[config.mk]
export PLATFORM = sky130hd
export DESIGN_NAME = cxapbasyncbridge_apb_arbiter
export DESIGN_NICKNAME = d
export VERILOG_FILES = /design/src/rtl/cxapbasyncbridge_apb_arbiter.sv
export SDC_FILE = /design/constraint.sdc
export NUM_CORES = 1
export LEC_CHECK = 0
export BUFFER_PORTS_ARGS = -buffer_cell sky130_fd_sc_hd__buf_2
export CORE_ASPECT_RATIO = 0.6
export CORE_MARGIN = 2
export CORE_UTILIZATION = 41
export CTS_CLUSTER_SIZE = 24
export DETAILED_ROUTE_END_ITERATION = 7
export PLACE_DENSITY = 0.81
export SYNTH_ARGS = -nofsm -noshare
export SYNTH_HDL_FRONTEND = slang
export SYNTH_SLANG_ARGS = --single-unit
[constraint.sdc]
create_clock -name pclkm -period 1.94 [get_ports pclkm]
set_clock_uncertainty 0.1 [all_clocks]
set_input_delay 0.388 -clock pclkm [delete_from_list [all_inputs] [get_ports pclkm]]
set_output_delay 0.388 -clock pclkm [all_outputs]
set_load 0.01 [all_outputs]
[src/rtl/cxapbasyncbridge_apb_arbiter.sv]
// Round-robin arbiter sharing one APB3 master bus between NUM_REQ APB3 requesters.
// One transfer is in flight at a time; requesters that are not granted see pready low.
module cxapbasyncbridge_apb_arbiter #(
    parameter int NUM_REQ = 2
) (
    input  logic                   pclkm,
    input  logic                   presetmn,
    input  logic                   pclkenm,
    input  logic [NUM_REQ-1:0]     psels,
    input  logic [NUM_REQ-1:0]     penables,
    input  logic [NUM_REQ-1:0]     pwrites,
    input  logic [32*NUM_REQ-1:0]  paddrs,
    input  logic [32*NUM_REQ-1:0]  pwdatas,
    output logic [NUM_REQ-1:0]     preadys,
    output logic [31:0]            prdatas,
    output logic                   pslverrs,
    output logic                   pselm,
    output logic                   penablem,
    output logic                   pwritem,
    output logic [31:0]            paddrm,
    output logic [31:0]            pwdatam,
    input  logic [31:0]            prdatam,
    input  logic                   pslverrm,
    input  logic                   preadym
);

    localparam int GW = $clog2(NUM_REQ);

    typedef enum logic [1:0] {
        IDLE   = 2'd0,
        SETUP  = 2'd1,
        ACCESS = 2'd2
    } state_t;

    state_t          state;
    logic [GW-1:0]   grant;
    logic [GW-1:0]   last_grant;
    logic [GW-1:0]   next_grant;
    logic            any_req;
    logic [GW:0]     rr_sum;
    logic [GW-1:0]   rr_cand;
    logic [31:0]     sel_addr;
    logic [31:0]     sel_wdata;
    logic            sel_write;

    // Requester penable is implied by our own SETUP/ACCESS sequencing, so it is not decoded.
    logic unused_ok;
    assign unused_ok = ^penables;

    // Round-robin search: walk last_grant+1, +2, ... modulo NUM_REQ and take the first request.
    always_comb begin
        // NOTE: every always_comb output gets a default first so no path can infer a latch.
        next_grant = last_grant;
        any_req    = 1'b0;
        rr_sum     = '0;
        rr_cand    = '0;
        for (int k = 1; k <= NUM_REQ; k++) begin
            rr_sum = {1'b0, last_grant} + (GW+1)'(k);
            if (rr_sum >= (GW+1)'(NUM_REQ))
                rr_sum = rr_sum - (GW+1)'(NUM_REQ);
            rr_cand = rr_sum[GW-1:0];
            if (!any_req && psels[rr_cand]) begin
                any_req    = 1'b1;
                next_grant = rr_cand;
            end
        end
    end

    // Payload of the requester about to be granted.
    always_comb begin
        sel_addr  = '0;
        sel_wdata = '0;
        sel_write = 1'b0;
        for (int i = 0; i < NUM_REQ; i++) begin
            if (next_grant == GW'(i)) begin
                sel_addr  = paddrs[32*i +: 32];
                sel_wdata = pwdatas[32*i +: 32];
                sel_write = pwrites[i];
            end
        end
    end

    // Only the granted requester sees its pready, and only on an enabled completing cycle.
    always_comb begin
        preadys = '0;
        for (int i = 0; i < NUM_REQ; i++)
            preadys[i] = pclkenm & (state == ACCESS) & preadym & (grant == GW'(i));
    end

    assign prdatas  = prdatam;
    assign pslverrs = pslverrm;

    // NOTE: sequential state uses non-blocking assignments so every register samples pre-edge values.
    always_ff @(posedge pclkm or negedge presetmn) begin
        if (!presetmn) begin
            state      <= IDLE;
            pselm      <= 1'b0;
            penablem   <= 1'b0;
            pwritem    <= 1'b0;
            paddrm     <= '0;
            pwdatam    <= '0;
            grant      <= '0;
            last_grant <= GW'(NUM_REQ - 1);
        end else if (pclkenm) begin
            case (state)
                IDLE: begin
                    if (any_req) begin
                        grant      <= next_grant;
                        last_grant <= next_grant;
                        paddrm     <= sel_addr;
                        pwdatam    <= sel_wdata;
                        pwritem    <= sel_write;
                        pselm      <= 1'b1;
                        penablem   <= 1'b0;
                        state      <= SETUP;
                    end
                end
                SETUP: begin
                    pselm    <= 1'b1;
                    penablem <= 1'b1;
                    state    <= ACCESS;
                end
                ACCESS: begin
                    if (preadym) begin
                        pselm    <= 1'b0;
                        penablem <= 1'b0;
                        state    <= IDLE;
                    end
                end
                default: begin
                    pselm    <= 1'b0;
                    penablem <= 1'b0;
                    state    <= IDLE;
                end
            endcase
        end
    end

endmodule
==> metrics <==
mean post-synth cell area 8.63 um2; final wirelength 11.8 mm; met1 Usage GRT 30.5%; initial core utilization 41.7%; post-route ant nets 0; Tot Pwr 7.77 mW; Crit. End Element primary output; area grow syn2layout 31.5%; synthesized flop and latch total 70; global-route wire length before repair 18.8 mm; Via density 5.72; CTS tree done; CTS sink count 70; clock period minus worst slack 1.70 ns; Reg clk slew, reported paths 0.06 ns; RSZ-0062 raised after global routing no; post-CTS sizing 0; vias in the first global route 3808; post-DP HPWL 7.83 mm; detailed-route DRC error count 0; count of final hold-check violations 0; mux share of post-synthesis cell area 0.597%; Diodes inserted 0; met3 Track Usage GR 7.63%; via count 4059; Worst EP arrival 1.22 ns; Synth Area in Compound Gates 28.8%; Die Wd 128 um; Worst EP required 1.45 ns; largest net degree at the start of global routing 71; Worst Tran Pin Value 0.508 ns; RePlAce Congestion 0.810; status completed; H-tree Lvls 3; EDFF count, synth 0; Slew Viols, Final 0; Top FF cell, synth dfrtp_1; share of layout cells above drive strength 1 41.7%; cell with the most instances after synthesis dfrtp_1; Worst VDD drop 0.593 mV; Slew headroom 66.1%; row count 27; Bufs on Longest Clock Path 2; GR peak layer met2; Synth area leader dfrtp_1; hold_buf cts 1; Yosys top cell area share 45.8%; most frequent cells after synthesis dfrtp_1, o21ai_0, a21oi_1; Root Driver clkbuf_16; Synth Cell Area 3770 um2; min-delay worst type input port to flip-flop; Fin Setup TNS 0 ns; Max-cap violations 0; Die Y 78.3 um; Syn Nets 608; initial drt markers 245; initial antenna violation count 0; main combinational cell family by area after synthesis compound AO/OA/AOI/OAI gates; Tot GR Track Use 23.8%; P_leak 2.28 nW; met2 Resource Use GR 38.0%; maximum fanout along the worst path 6; Syn. warnings 0; Die ar. 10000 um2; Worst setup SP type flip-flop; DR pass1 iterations 4; Synth Area in XOR/XNOR 0%; Post-Synth Adder-Cell Area 0%; fin crit share 87.8%; Filler cells 813; Area contributors post-synth dfrtp_1, a31oi_1, o21ai_0; number of CTS-inserted buffers 9; Async SR Flop Fraction 100%; setup violators final 0; clock latency on the worst-skew pair 0.33 ns; Setup Fix Bufs, Post-CTS 0; IO Port Bufs 204; nets@finish 759; fmax 0.587 GHz; num ports 273; Yosys cell types 21; Power Dens Cells 1570 nW/um2; Post-Synth Simple-Gate Area 10.8%; sequential share of the synthesized area 46.5%; WL/cell 16.7 um; Overflow after GRT 0; crit path kind flip-flop to primary output; cells after synthesis 437; core region area 9050 um2
==> power breakdown <==
group          switching, mW  total (mW)  internal [mW]
registers              0.413        2.61           2.20
logic                   2.03        3.41           1.38
clock network          0.633        1.76           1.12
==> layout by cell type, fill, tap and decap left out, drive strengths merged <==
cell and instances:
buf 222, dfrtp 69, o21ai 68, a21oi 66, nand3 65, a31oi 65
clkbuf 10, nor2 4, nand2 4, clkinv 3, inv 2, or2 2
and2 2, mux2 2, bufinv 2, nand4b 1, nor3b 1, a21o 1
or3 1, clkinvlp 1, dlygate4sd3 1, dfstp 1
==> per-layer routing <==
| layer | up-vias | wire, um |
|---|---|---|
| li1 | 1882 | - |
| met1 | 1928 | 5140 |
| met2 | 230 | 5390 |
| met5 | - | 0 |
| met3 | 19 | 1140 |
| met4 | 0 | 178 |
==> worst max-delay path, cell delays in order (launching register included) <==
cell and delay (ns):
dfrtp_1 0.44, nand4b_1 0.22, nor2_1 0.10, buf_2 0.13
==> cells by family (layout without fill, tap and decap cells) <==
logic type             count (synthesis)  after routing
muxes                                  2              2
AOI/OAI and AO/OA                    200            200
DFF                                   70             70
buffers and inverters                 85            241
and+or+nand+nor                       80             80
==> flip-flops by register name, summed over array words and instances (netlist names) <==
name,cells
grant,1
last_grant,1
paddrm,32
penablem,1
pselm,1
pwdatam,32
pwritem,1
state,1
==> final timing paths <==
path	from	end	slack (ns)	cells past startpoint
max in group asynchronous	presetmn	last_grant$_DFFE_PN1P_	0.85	3
setup reg to reg	last_grant$_DFFE_PN1P_	paddrm[31]$_DFFE_PN0P_	0.24	4
min in group asynchronous	presetmn	paddrm[17]$_DFFE_PN0P_	0.50	3
hold / removal	paddrs[34]	paddrm[2]$_DFFE_PN0P_	0.21	3
hold reg to reg	pselm$_DFFE_PN0P_	pselm$_DFFE_PN0P_	0.43	2
setup / recovery	state[0]$_DFFE_PN0P_	preadys[1]	0.24	3
==> metrics by stage <==
step,instance area (um2),hold slack [ns],util [%],instances,setup slack [ns]
after floorplan,3770,-0.00759,-,437,0.456
after global placement,4630,0.340,51.2,692,0.256
after detailed placement,4630,0.346,51.2,692,0.225
after CTS,4960,0.202,54.8,709,0.212
after global routing,4960,0.206,54.8,709,0.106
final,4960,0.215,54.8,709,0.236
==> area by class of cell <==
class | instances | area, um2 | share of cell area, %
Tap cell | 116 | 145 | 2.93
Multi-Input combinational cell | 282 | 1530 | 30.9
Sequential cell | 70 | 1750 | 35.4
Clock buffer | 10 | 229 | 4.62
Inverter | 2 | 7.51 | 0.151
Clock inverter | 6 | 86.3 | 1.74
Timing Repair Buffer | 223 | 1200 | 24.3
No activity file was read; power rests on OpenSTA's default activity.
